[src/rtl/alu_cmd_engine.sv]
// Command sequencer owning an 8-entry register file and driving the shared ALU.
// Define ALU_CMD_STATUS_NV_EN to track N and V in status; otherwise only Z.
module alu_cmd_engine #(
  parameter int W = 16
) (
  input  logic         clk,
  input  logic         rst_n,
  input  logic         cmd_valid,
  output logic         cmd_ready,
  input  logic         cmd_kind,
  input  logic [1:0]   cmd_op,
  input  logic [2:0]   cmd_rd,
  input  logic [2:0]   cmd_rn,
  input  logic [2:0]   cmd_rm,
  input  logic [W-1:0] cmd_imm,
  output logic [W-1:0] alu_a,
  output logic [W-1:0] alu_b,
  output logic [1:0]   alu_op,
  input  logic [W-1:0] alu_out,
  input  logic         alu_z,
  output logic         rsp_valid,
  input  logic         rsp_ready,
  output logic [W-1:0] rsp_data,
  output logic [2:0]   status,
  input  logic [2:0]   dbg_sel,
  output logic [W-1:0] dbg_data
);

  typedef enum logic [2:0] {
    IDLE, LOAD_A, LOAD_B, EXEC, RESP
  } state_t;

  state_t state, state_nx;

  logic [W-1:0] rf [0:7];
  logic [W-1:0] a_reg, b_reg;
  logic [1:0]   op_reg;
  logic [2:0]   rd_reg, rn_reg, rm_reg;
  logic         accept;
  logic         n_nx, v_nx;

  assign cmd_ready = (state == IDLE);
  assign accept    = cmd_valid && cmd_ready;
  assign alu_a     = a_reg;
  assign alu_b     = b_reg;
  assign alu_op    = op_reg;
  assign dbg_data  = rf[dbg_sel];

  always_comb begin
    state_nx = state;
    unique case (state)
      IDLE:    if (accept) state_nx = cmd_kind ? RESP : LOAD_A;
      LOAD_A:  state_nx = LOAD_B;
      LOAD_B:  state_nx = EXEC;
      EXEC:    state_nx = RESP;
      RESP:    if (rsp_ready) state_nx = IDLE;
      default: state_nx = IDLE;
    endcase
  end

  always_comb begin
    n_nx = 1'b0;
    v_nx = 1'b0;
`ifdef ALU_CMD_STATUS_NV_EN
    n_nx = alu_out[W-1];
    unique case (op_reg)
      2'b00:   v_nx = (a_reg[W-1] == b_reg[W-1]) &&
                      (alu_out[W-1] != a_reg[W-1]);
      2'b01:   v_nx = (a_reg[W-1] != b_reg[W-1]) &&
                      (alu_out[W-1] != a_reg[W-1]);
      default: v_nx = 1'b0;
    endcase
`endif
  end

  always_ff @(posedge clk or negedge rst_n) begin
    if (!rst_n) state <= IDLE;
    else        state <= state_nx;
  end

  always_ff @(posedge clk or negedge rst_n) begin
    if (!rst_n) begin
      for (int i = 0; i < 8; i++) rf[i] <= '0;
      a_reg     <= '0;
      b_reg     <= '0;
      op_reg    <= '0;
      rd_reg    <= '0;
      rn_reg    <= '0;
      rm_reg    <= '0;
      rsp_valid <= 1'b0;
      rsp_data  <= '0;
      status    <= '0;
    end else begin
      unique case (state)
        IDLE: if (accept) begin
          op_reg <= cmd_op;
          rd_reg <= cmd_rd;
          rn_reg <= cmd_rn;
          rm_reg <= cmd_rm;
          if (cmd_kind) begin
            rf[cmd_rd] <= cmd_imm;
            rsp_data   <= cmd_imm;
            rsp_valid  <= 1'b1;
          end
        end
        LOAD_A: a_reg <= rf[rn_reg];
        LOAD_B: b_reg <= rf[rm_reg];
        EXEC: begin
          rf[rd_reg] <= alu_out;
          rsp_data   <= alu_out;
          status     <= {v_nx, n_nx, alu_z};
          rsp_valid  <= 1'b1;
        end
        RESP: if (rsp_ready) rsp_valid <= 1'b0;
        default: ;
      endcase
    end
  end

endmodule

[config.mk]
export PLATFORM = sky130hd
export DESIGN_NAME = alu_cmd_engine
export DESIGN_NICKNAME = d
export VERILOG_FILES = /design/src/rtl/alu_cmd_engine.sv
export SDC_FILE = /design/constraint.sdc
export NUM_CORES = 1
export LEC_CHECK = 0
export ABC_AREA = 1
export CAP_MARGIN = 25
export CORE_UTILIZATION = 58
export DETAILED_ROUTE_END_ITERATION = 12
export PLACE_DENSITY = 0.89
export SYNTH_ARGS = -nofsm -noshare
export SYNTH_HDL_FRONTEND = slang
export SYNTH_SLANG_ARGS = --single-unit
export TNS_END_PERCENT = 10
[constraint.sdc]
create_clock -name clk -period 4.91 [get_ports clk]
set_input_delay 0.491 -clock clk [delete_from_list [all_inputs] [get_ports clk]]
set_output_delay 0.491 -clock clk [all_outputs]
set_load 0.01 [all_outputs]
## Word level (Yosys, flattened, before mapping)

Cells that the tools add are included.

- Register bits: 192
- Bits of input ports: 52
- Output and inout port bits: 71
- Word-level logic and storage cells: 76

- Magnitude comparators: 7
- Equality and inequality tests: 7
- Muxes and demuxes: 29
- Bitwise gates (word level): 5
- Reduce and logical (&&, ||, !) cells: 10

Operators with widths:

| cell | count |
|---|---|
| 128-bit bitwise mux | 2 |
| 128-bit 2-to-1 mux | 2 |
| 128-bit case mux with 2 select lines | 1 |
| 16-bit 2-to-1 mux | 10 |
| 16-bit binary-select mux with 3-bit select | 3 |
| 16-bit demux with 3-bit select | 2 |
| 16-bit case mux with 2 select lines | 1 |
| 4-bit greater-or-equal comparator (second input constant) | 5 |
| 3-bit inverter with 4-bit output | 5 |
| 3-bit case mux with 5 select lines | 1 |
| 3-bit 2-to-1 mux | 3 |
| 4-bit by 1-bit less-than comparator with 1-bit output (second input constant) | 2 |
| 3-bit by 2-bit equality test with 1-bit output (second input constant) | 2 |
| 2-bit by 1-bit != test with 1-bit output (second input constant) | 2 |
| 2-bit AND reduction | 2 |
| 4-bit AND reduction | 1 |
| 3-bit by 1-bit equality test with 1-bit output (second input constant) | 1 |
| 3-bit equality test (second input constant) | 1 |
| 1-bit logical AND | 3 |
| 3-bit zero test | 1 |
| 1-bit 2-to-1 mux | 3 |
| 1-bit case mux with 3 select lines | 1 |
| 3-bit AND reduction | 1 |
| 3-bit nonzero test | 1 |
| other kinds (2) | 2 |

## Logic depth before layout (Yosys ltp)

- Depth in word-level cells: 9
- Gate-level depth with buffers: 10
- Gate-level depth less buffers: 7

## Worst setup path after synthesis

OpenSTA, ideal clock, no wires.

- Kind: in2out
- Start: in dbg_sel[0]
- End: out dbg_data[14]
- Data arrival time: 1.428 ns
- Required time: 4.419 ns
- Setup slack: 2.991 ns
- Stages on the path: 6
- Path buffers: 2
- Path through: clkbuf_1 clkbuf_1 a21oi_1 o21ai_0 nand2_1 nand2_1

- Cells in the longest elaborated chain, start to end: 4

RTL lines:

| element | line | text |
|---|---|---|
| from (decl) | 25 | `input logic [2:0] dbg_sel,` |
| 3-bit inverter with 4-bit output (not written as such) | 47 | `assign dbg_data = rf[dbg_sel];` |
| 16-bit binary-select mux with 3-bit select | 47 |  |
| 16-bit 2-to-1 mux (not written as such) (2 in series) | 47 |  |
| to (decl) | 26 | `output logic [W-1:0] dbg_data` |

No other way between the ends. The select of a mux whose other input is x is not followed.

## Worst setup path in the final report

- Start: in dbg_sel[1]
- End: out dbg_data[4]

The elaborated chain is that of the path after synthesis.

==> results.cfg <==
[pwr]
peakVddDrop_mv = 0.588
seq_power_share_pct = 28.5
power_leakage_nw = 7.46
p_sw_mw = 4.59
p_int_mw = 4.65
p_clk_share_pct = 15.8
switching_share_pct = 49.7
power_density_mw_per_mm2 = 614
comb_power_share_pct = 55.6

[floorplan]
core_mm2 = 0.0226
dieHeight_um = 154
fp.dieArea_mm2 = 0.0236
row_count = 55
io_pins = 123
start_util_pct = 59.1
die_w_um = 154

[sta]
finalCritPeriodShare_pct = 71.1
rsz0062_at_grt = no
relSlewSlack_pct = 28.2
finalWorstSetupSlack_ns = 1.42
fmax_mhz = 286
layout_min_cycle_time_ns = 3.49
hold_violations = 0
final_max_slew_viol_count = 0
worst_pin_slew_ns = 1.07
setup_viol = 0
setup_tns_ns = 0
clock_skew_ns = 0.0163

[logic_synthesis]
synthMuxAreaShare_pct = 0
synth-adder-area-share_pct = 0
synth_cells = 2110
synth_area_mm2 = 0.0133
ys_types = 25
synth_flop_cell = dfrtp_1
synth-simple-area-share_pct = 38.1
synth_xor_area_share_pct = 0
avgSynthCellArea_um2 = 6.32
synth_compound_area_share_pct = 16.0
ys_seq_elements = 192
async_flop_share_pct = 100
synth_edf_count = 0
synth_top_family_by_area = simple AND/OR/NAND/NOR gates
ys_warn_count = 0
yosysSeqAreaShare_pct = 36.0

[final_layout]
largest_reg_flops = 128
most-common-layout-cells = 878 x nand2_1, 261 x nand3_1, 211 x o21ai_0
area_growth_pct = 12.8
final_common_cell = nand2_1
largest_register = rf
final_layout_size_suffix_gt1_share_pct = 4.29
nNetsFinal = 2186
num-fill-cells = 1975

[grt]
first_global_vias = 14258
grt-ovfl-total = 0
antenna_found_initial = 1
grt_use_total_pct = 44.7
grt_pass1_wl_um = 80400
grt_max_degree = 102

[drt]
firstDrtPassIters = 7
viasPerCell = 6.25
wirelength_um = 51700
met3_length_um = 8470
via_count = 15212
routedWlPerCell_um = 21.3
highest_layer = met4
drtIter0Drc = 2675
wl_met1_um = 18200
drc = 0
met2_length_um = 21100
drtAntennaViolNets = 0

[setup_path]
crit_required_ns = 4.42
end_kind = primary output
cp_data_arrival_time_ns = 3.00
critPathKind = in2out
cp_max_fo = 33
start_kind = input port

[clock_tree]
postCtsHoldBufs = 0
post_cts_buffers = 0
worstSkewPairLatency_ns = 0.46
clock-sinks = 192
cts_tree = yes
root_buffer = clkbuf_16
clk_pin_slew_worst_paths_ns = 0.07
cts-resized-gates = 0
cts_max_path_buffers = 2
htree_levels = 4
numCtsBuffers = 17

[place]
place.port_buffers = 120
routabilityCongestion = 1.05
pre_cts_ws_ns = 1.55
dp.final_hpwl_um = 33200

[hold_path]
hold_class = in2async

[run]
cap_violations = 0

[outcome]
outcome = complete, no violations
## final cells by class
| cell class | count | area (um2) | share of cell area, % |
|---|---|---|---|
| Antenna cell | 1 | 2.50 | 0.0166 |
| Sequential cell | 192 | 4810 | 32.0 |
| Tap cell | 285 | 357 | 2.37 |
| Inverter | 186 | 698 | 4.64 |
| Timing Repair Buffer | 140 | 1350 | 8.99 |
| Clock buffer | 19 | 453 | 3.01 |
| Clock inverter | 13 | 141 | 0.940 |
| Multi-Input combinational cell | 1597 | 7230 | 48.1 |
## power by group through the flow
stage | Combinational (mW) | Sequential [mW] | Clock [mW]
after floorplan | 3.13 | 2.61 | 0
after global placement | 4.68 | 2.62 | 0
after detailed placement | 4.81 | 2.64 | 0
after CTS | 4.85 | 2.61 | 1.45
after global routing | 5.52 | 2.69 | 1.51
final | 5.14 | 2.63 | 1.46
## worst paths after layout
check | startpoint | to | slack, ns | cells after the start
hold / removal | rst_n | alu_b[13] | 0.13 | 1
max in group asynchronous | rst_n | rf[106] | 3.54 | 2
hold reg to reg | rf[19] | rf[19] | 0.48 | 2
setup / recovery | dbg_sel[1] | dbg_data[4] | 1.42 | 7
setup reg to reg | state[2] | rf[5] | 1.67 | 8
min in group clk | rf[19] | rf[19] | 0.48 | 2
## critical path: stages
cell and delay, ns:
clkdlybuf4s50_1 0.45, buf_4 0.38, inv_1 0.53, o21ai_0 0.39, nand2_1 0.08, nand2_1 0.10
clkdlybuf4s50_1 0.55
## cells in the mapped netlist (3+ instances only)
cell        n  area [um2]
a21oi_1    70         350
buf_1      25        93.8
buf_2      21         105
buf_4       5        37.5
buf_6       8        90.1
clkbuf_1   77         289
clkinv_1    4        15.0
dfrtp_1   192        4800
inv_1     179         672
inv_2       3        11.3
nand2_1   878        3300
nand3_1   261        1310
nor2_1     41         154
nor2_2     12        75.1
nor2_4     14         158
o21ai_0   211        1060
o21bai_1   96         721
## layer usage
layer | GRT usage (%) | vias up
met1 | 56.4 | 6798
met4 | 31.2 | 0
met5 | 1.04 | -
met3 | 16.5 | 314
met2 | 63.4 | 1359
li1 | - | 6741
## through the flow
step                      utilization (%)  cell area [um2]  hold slack [ns]  std cells  power, mW
after floorplan                         -            13300            0.195       2111       5.74
after global placement               64.0            14400            0.454       2400       7.29
after detailed placement             64.0            14400            0.462       2400       7.45
after CTS                            66.6            15000            0.158       2432       8.91
after global routing                 66.7            15000            0.174       2433       9.72
final                                66.7            15000            0.129       2433       9.24
## logic make-up (layout without fill, tap and decap cells)
| family | Yosys count | after routing |
|---|---|---|
| flops | 192 | 192 |
| buf+inv | 322 | 358 |
| compound gates | 379 | 379 |
| other cells | 1 | 3 |
| simple gates | 1216 | 1216 |
No activity file was read; power rests on OpenSTA's default activity.
